File: src/rtl/serial_rx_cfg.sv
`timescale 1ns/1ps
// Parametrised UART receiver: 5..9 data bits, optional parity, one or two stop bits,
// 3-sample majority voting, break/overrun reporting and a one-entry valid/ready holder.
module serial_rx_cfg #(
    parameter int CLK_FREQ  = 48_000_000,
    parameter int BAUD_RATE = 115_200,
    parameter int DATA_BITS = 8,
    parameter int PARITY    = 0,
    parameter int STOP_BITS = 1
) (
    input  logic                 i_clk,
    input  logic                 i_rst,
    input  logic                 i_rx,
    output logic                 o_valid,
    input  logic                 i_ready,
    output logic [DATA_BITS-1:0] o_data,
    output logic                 o_frame_err,
    output logic                 o_parity_err,
    output logic                 o_break,
    output logic                 o_overrun
);
    localparam int BAUD_CLKS = CLK_FREQ / BAUD_RATE;
    localparam int CNT_W     = $clog2(BAUD_CLKS);
    localparam int IDX_W     = $clog2(DATA_BITS);
    localparam logic [CNT_W-1:0] HALF     = CNT_W'(BAUD_CLKS >> 1);
    localparam logic [CNT_W-1:0] FULL     = CNT_W'(BAUD_CLKS - 1);
    localparam logic [IDX_W-1:0] LAST_BIT = IDX_W'(DATA_BITS - 1);

    typedef enum logic [2:0] {
        S_IDLE,
        S_START,
        S_DATA,
        S_PARITY,
        S_STOP1,
        S_STOP2,
        S_BRKWAIT
    } state_t;

    state_t               state;
    logic [CNT_W-1:0]     baud_cnt;
    logic [IDX_W-1:0]     bit_idx;
    logic [DATA_BITS-1:0] shreg;
    logic                 pbit;
    logic                 perr;
    logic                 ferr;
    logic [1:0]           sync;
    logic [2:0]           hist;
    logic                 maj;
    logic                 is_break;
    logic                 done;
    logic                 fe_now;

    // NOTE: sequential state uses non-blocking (<=) so every flop samples pre-edge values.
    always_ff @(posedge i_clk) begin
        if (i_rst) begin
            sync <= '1;
            hist <= '1;
        end else begin
            sync <= {sync[0], i_rx};
            hist <= {hist[1:0], sync[1]};
        end
    end

    assign maj      = (hist[0] & hist[1]) | (hist[0] & hist[2]) | (hist[1] & hist[2]);
    assign is_break = (shreg == '0) && (PARITY == 0 || !pbit) && !maj;

    // NOTE: combinational outputs get a default first so no path can infer a latch.
    always_comb begin
        done   = 1'b0;
        fe_now = ~maj;
        if (baud_cnt == '0) begin
            if (state == S_STOP1 && !is_break && STOP_BITS == 1) begin
                done = 1'b1;
            end else if (state == S_STOP2) begin
                done   = 1'b1;
                fe_now = ferr | ~maj;
            end
        end
    end

    always_ff @(posedge i_clk) begin
        if (i_rst) begin
            state    <= S_IDLE;
            baud_cnt <= '0;
            bit_idx  <= '0;
            shreg    <= '0;
            pbit     <= 1'b0;
            perr     <= 1'b0;
            ferr     <= 1'b0;
            o_break  <= 1'b0;
        end else begin
            o_break <= 1'b0;
            if (baud_cnt != '0) begin
                baud_cnt <= baud_cnt - 1'b1;
            end else begin
                case (state)
                    S_IDLE: begin
                        if (!hist[0]) begin
                            baud_cnt <= HALF;
                            pbit     <= 1'b0;
                            perr     <= 1'b0;
                            ferr     <= 1'b0;
                            state    <= S_START;
                        end
                    end
                    S_START: begin
                        if (maj) begin
                            state <= S_IDLE;
                        end else begin
                            baud_cnt <= FULL;
                            bit_idx  <= '0;
                            state    <= S_DATA;
                        end
                    end
                    S_DATA: begin
                        shreg    <= {maj, shreg[DATA_BITS-1:1]};
                        baud_cnt <= FULL;
                        if (bit_idx == LAST_BIT) begin
                            state <= (PARITY != 0) ? S_PARITY : S_STOP1;
                        end else begin
                            bit_idx <= bit_idx + 1'b1;
                        end
                    end
                    S_PARITY: begin
                        pbit     <= maj;
                        perr     <= (PARITY == 1) ? ~(^shreg ^ maj) : (^shreg ^ maj);
                        baud_cnt <= FULL;
                        state    <= S_STOP1;
                    end
                    S_STOP1: begin
                        // An all-zero frame with a low stop sample is a held-low line, not data.
                        if (is_break) begin
                            o_break <= 1'b1;
                            state   <= S_BRKWAIT;
                        end else if (STOP_BITS == 2) begin
                            ferr     <= ~maj;
                            baud_cnt <= FULL;
                            state    <= S_STOP2;
                        end else begin
                            state <= S_IDLE;
                        end
                    end
                    S_STOP2:   state <= S_IDLE;
                    S_BRKWAIT: if (hist[0]) state <= S_IDLE;
                    default:   state <= S_IDLE;
                endcase
            end
        end
    end

    // Holding register: a completing word may replace one being consumed in the same cycle.
    always_ff @(posedge i_clk) begin
        if (i_rst) begin
            o_valid      <= 1'b0;
            o_data       <= '0;
            o_frame_err  <= 1'b0;
            o_parity_err <= 1'b0;
            o_overrun    <= 1'b0;
        end else begin
            o_overrun <= 1'b0;
            if (done) begin
                if (!o_valid || i_ready) begin
                    o_valid      <= 1'b1;
                    o_data       <= shreg;
                    o_frame_err  <= fe_now;
                    o_parity_err <= perr;
                end else begin
                    o_overrun <= 1'b1;
                end
            end else if (o_valid && i_ready) begin
                o_valid <= 1'b0;
            end
        end
    end
endmodule

File: config.mk
export PLATFORM = sky130hd
export DESIGN_NAME = serial_rx_cfg
export DESIGN_NICKNAME = d
export VERILOG_FILES = /design/src/rtl/serial_rx_cfg.sv
export SDC_FILE = /design/constraint.sdc
export NUM_CORES = 1
export LEC_CHECK = 0
export ABC_AREA = 0
export ABC_CLOCK_PERIOD_IN_PS = 2100
export BUFFER_PORTS_ARGS = -buffer_cell sky130_fd_sc_hd__buf_2
export CAP_MARGIN = 20
export CORE_ASPECT_RATIO = 0.5
export CORE_MARGIN = 4
export CORE_UTILIZATION = 40
export DETAILED_ROUTE_END_ITERATION = 6
export PLACE_DENSITY = 0.64
export SLEW_MARGIN = 20
export SYNTH_ARGS = -nofsm -noshare
export SYNTH_HDL_FRONTEND = slang
export SYNTH_SLANG_ARGS = --single-unit
File: constraint.sdc
create_clock -name i_clk -period 2.1 [get_ports i_clk]
set_input_delay 0.105 -clock i_clk [delete_from_list [all_inputs] [get_ports i_clk]]
set_output_delay 0.105 -clock i_clk [all_outputs]
set_load 0.01 [all_outputs]
### Word level (Yosys, flattened, before mapping)

Cells that the tools add are included.

* input port bits: 4
* output and inout port bits: 13
* bits in registers: 42

* reductions and logical operators: 26
* bitwise logic cells: 10
* equal/unequal tests: 15
* mux-type cells: 23
* $add $sub $neg: 2

Operators with widths (count)
* 2-to-1 mux 9 bit: 3
* one-hot mux 9 bit (3 select lines): 1
* 2-to-1 mux 3 bit: 6
* one-hot mux 3 bit (6 select lines): 1
* equality test 3 bit (second input constant): 4
* != test 2 bit (second input constant): 5
* zero test 9 bit: 1
* 2-to-1 mux 1 bit: 9
* nonzero test 9 bit: 1
* subtractor 9 x 1 -> 9 bit (second input constant): 1
* zero test 8 bit: 1
* AND reduction 4 bit: 2
* XOR reduction 8 bit: 1
* equality test 3 x 2 -> 1 bit (second input constant): 2
* != test 3 bit (second input constant): 2
* one-hot mux 3 bit (2 select lines): 1
* AND reduction 2 bit: 3
* AND reduction 3 bit: 2
* nonzero test 2 bit: 3
* NOT 1 bit: 4
* nonzero test 4 bit: 1
* OR reduction 2 bit: 2
* adder 3 x 1 -> 3 bit (second input constant): 1
* bitwise AND 1 bit: 3
* other kinds (11): 16

### Logic depth before layout (Yosys ltp)

* word-level depth: 11
* mapped depth: 8
* mapped depth without buffers: 6

### Worst setup path before layout

No wires, ideal clock.

* path type: register to register
* start: register baud_cnt[0]
* end: register o_data[7]
* stages on the path, launching flop included: 8
* period minus slack after synthesis: 1.804 ns
* data arrival time: 1.672 ns
* required time: 1.968 ns
* setup time: 0.132 ns
* path buffers: 1
* path slack: 0.296 ns
* path through: dfxtp_1 > inv_1 > ha_1 > nor4b_1 > nand2_1 > buf_2 > o31ai_1 > a21oi_1

* word-level cells in the longest chain between the ends: 3

Ends and longest elaborated chain
* from (decl): line 40 `logic [CNT_W-1:0] baud_cnt;`
* from (signal assigned): line 94 `baud_cnt <= baud_cnt - 1'b1;`
* zero test 9 bit: line 71 `if (baud_cnt == '0) begin`
* 2-to-1 mux 1 bit: line 71
* AND reduction 2 bit (no source line)
* to (signal assigned): line 164 `o_data <= shreg;`
* to (decl): line 16 `output logic [DATA_BITS-1:0] o_data,`

Every way passes these cells.
A chain may end at the register's enable or synchronous reset.

### Worst setup path after layout

* start: register baud_cnt[0]
* end: register bit_idx[0]

* word-level cells in the longest chain between the ends: 3

Ends and longest elaborated chain
* nonzero test 9 bit: line 93 `if (baud_cnt != '0) begin`
* NOT 1 bit (no source line)
* AND reduction 4 bit (no source line)
* to (signal assigned): line 121 `bit_idx <= bit_idx + 1'b1;`
* to (decl): line 41 `logic [IDX_W-1:0] bit_idx;`

Every way passes these cells.

==> flow_summary.toml <==
[status]
outcome = "completed"

[yosys]
synth_top_cell_by_area = "dfxtp_1"
synth.area.top_cells = "dfxtp_1 41%, a21oi_1 4.6%, mux2i_1 4.4%, ha_1 4.2%, o31ai_1 4.0%"
ys_ff_latch = 42
ys_warn_count = 0
synthCells = 224
synth_nets = 235
synth_flop_cell = "dfxtp_1"
async_reset_ff_frac = 0
yosysSeqAreaShare = 0.406
netlist.area_leader.share = 0.406
synth_area_mm2 = 0.00207
avgSynthCellArea_um2 = 9.24
synth_edf_count = 0
synth_cell_type_count = 49

[final_layout]
finalNonFillerCells = 312
syn2layout_area_growth_pct = 14.7
postLayoutCoreUtil = 0.479
fin_area_mm2 = 0.00237
diodes = 0
mostFrequentLayoutCells = "42 x dfxtp_1, 19 x a21oi_1, 16 x buf_2, 15 x nor2_1"
layout.nets = 252
final_common_cell = "dfxtp_1"
drive_gt1_frac = 0.202

[pwr]
pwr-share-seq = 0.416
clockPowerShare = 0.295
pwr-share-comb = 0.289
p_switching_mw = 0.723
switching_share = 0.328
cellLeakagePower_nw = 0.920
peakVddDrop_uv = 399
powerDensity_mw_per_mm2 = 930
intPower_mw = 1.48

[detailed_routing]
drt.antenna.violating_nets = 0
dr.pass1.iters = 4
avgViaCountPerCell = 5.40
wl_per_cell_um = 13.9
vias = 1684
dr.first_iter.drc_count = 53
drc_errors = 0
routed_wl_um = 4350

[critical_path]
cp.arrival_ns = 2.10
setup.worst_path.class = "register to register"
crit_required_ns = 2.29
crit_path_end_kind = "register"
startpoint_type = "register"
cp_max_fo = 6

[placement]
dp.cells = 303
hpwl_um = 2950
placed_area_mm2 = 0.00225
gp_routability_congestion = 0.793
io_buffers = 16

[clocking]
cts.clk_slew.worst_paths_ns = 0.09
cts_buffers = 5
cts_root_buf = "clkbuf_8"
post_cts_buffers = 0
clkLatencyLatePin_ns = 0.29
cts_num_sinks = 42
tritoncts = "yes"
htreeDepth = 2
clock_path_buffers = 2

[timing]
post-route-period-util = 0.910
slew_violations = 0
setup_viol = 0
rsz0062_at_grt = "false"
slew_headroom = 0.606
setup_tns_ns = 0
finClkSkew_ns = 0.00751
finalHoldViolCount = 0
tightest_slew_ns = 0.590
final.min_clock_period_ns = 1.91
fmax_mhz = 523

[die]
fp.dieW_um = 110
num_rows = 18
num_io_pins = 17
die_area_mm2 = 0.00646
start_util = 0.418
core_area_mm2 = 0.00495
fp.dieH_um = 58.9

[grt]
grt_overflow = 0
grt.total_usage = 0.150
grt_start_max_net_pins = 27
grt_pass1_vias = 1667
grt_pass1_wl_um = 7710
grt_antenna_before_repair = 0

[flow_run]
maxCapViolations = 0

[min_path]
holdCritPathClass = "input port to register"
critical path: stages (launching register included):
cell and delay (ns):
dfxtp_1 0.34, inv_1 0.07, ha_1 0.22, or4b_4 0.55, nor3_1 0.20, a21oi_1 0.13
mux2_2 0.30
metrics by stage:
| stage | hold WS [ns] | worst slack (ns) | total power [mW] |
|---|---|---|---|
| 3_5_place_dp | 0.298 | 0.116 | 1.55 |
| 6_report | 0.243 | 0.190 | 2.21 |
| 3_3_place_gp | 0.308 | 0.171 | 1.53 |
| 2_1_floorplan | 0.209 | 0.296 | 1.40 |
| 5_1_grt | 0.268 | 0.0403 | 2.34 |
| 4_1_cts | 0.231 | 0.0960 | 2.22 |
cells by family after synthesis:
logic type               count (synthesis)  synth area share
multiplexers                            10            0.0490
buffers and inverters                   28            0.0599
flip-flops                              42             0.406
AO/OA/AOI/OAI                           52             0.190
XOR/XNOR                                 8            0.0339
AND/OR/NAND/NOR                         76             0.213
adder cells (fa/ha/maj)                  8            0.0478
timing repair:
action                                 CTS  global route
endpoints found under the hold margin    1             0
setup endpoints to repair                0             2
hold buffers                             1             0
resized for setup                        0             1
final timing paths:
path	depth (start not counted)	endpoint	from	slack, ns
worst min-delay path	2	shreg[0]	i_rst	0.24
worst max-delay path	6	bit_idx[0]	baud_cnt[0]	0.19
worst max register to register	6	bit_idx[0]	baud_cnt[0]	0.19
worst min register to register	1	sync[1]	sync[0]	0.42
routing by layer:
layer  wire [um]  track usage
met3          83       0.0361
met5           0            0
met2        2030        0.252
met4          42       0.0373
met1        2200        0.196
cell type report:
| type | count | area, um^2 |
|---|---|---|
| clock buffer | 5 | 68.8 |
| timing repair buffer | 28 | 185 |
| tap | 70 | 87.6 |
| clock inverter | 3 | 45.0 |
| fill | 497 | 2580 |
| multi-input combinational | 154 | 1110 |
| inverter | 10 | 37.5 |
| sequential | 42 | 841 |
cells in the mapped netlist (3+ instances only):
cell type and n:
dfxtp_1 42, a21oi_1 19, nor2_1 15, clkbuf_1 12, nand4_1 11, o31ai_1 11
inv_1 10, mux2i_1 9, nor3_1 8, ha_1 7, xnor2_1 7, nand2_1 6
nor2b_1 6, nand2b_1 5, or2_2 5, a211oi_1 3, buf_2 3, nor4_1 3
o21ai_0 3
registers in the layout, summed over array words and instances, names as in the netlist:
register / cells
perr: 1
hist: 3
sync: 2
bit_idx: 3
shreg: 8
o_data: 8
o_break: 1
o_frame_err: 1
o_valid: 1
baud_cnt: 9
o_parity_err: 1
o_overrun: 1
state: 3
power by group through the flow:
| stage | combinational (mW) | clock (mW) | sequential, mW |
|---|---|---|---|
| 6_report | 0.637 | 0.651 | 0.919 |
| 5_1_grt | 0.703 | 0.713 | 0.928 |
| 4_1_cts | 0.626 | 0.673 | 0.916 |
| 3_5_place_dp | 0.620 | 0 | 0.934 |
| 3_3_place_gp | 0.603 | 0 | 0.931 |
| 2_1_floorplan | 0.477 | 0 | 0.918 |
No activity file was read; power rests on OpenSTA's default activity.
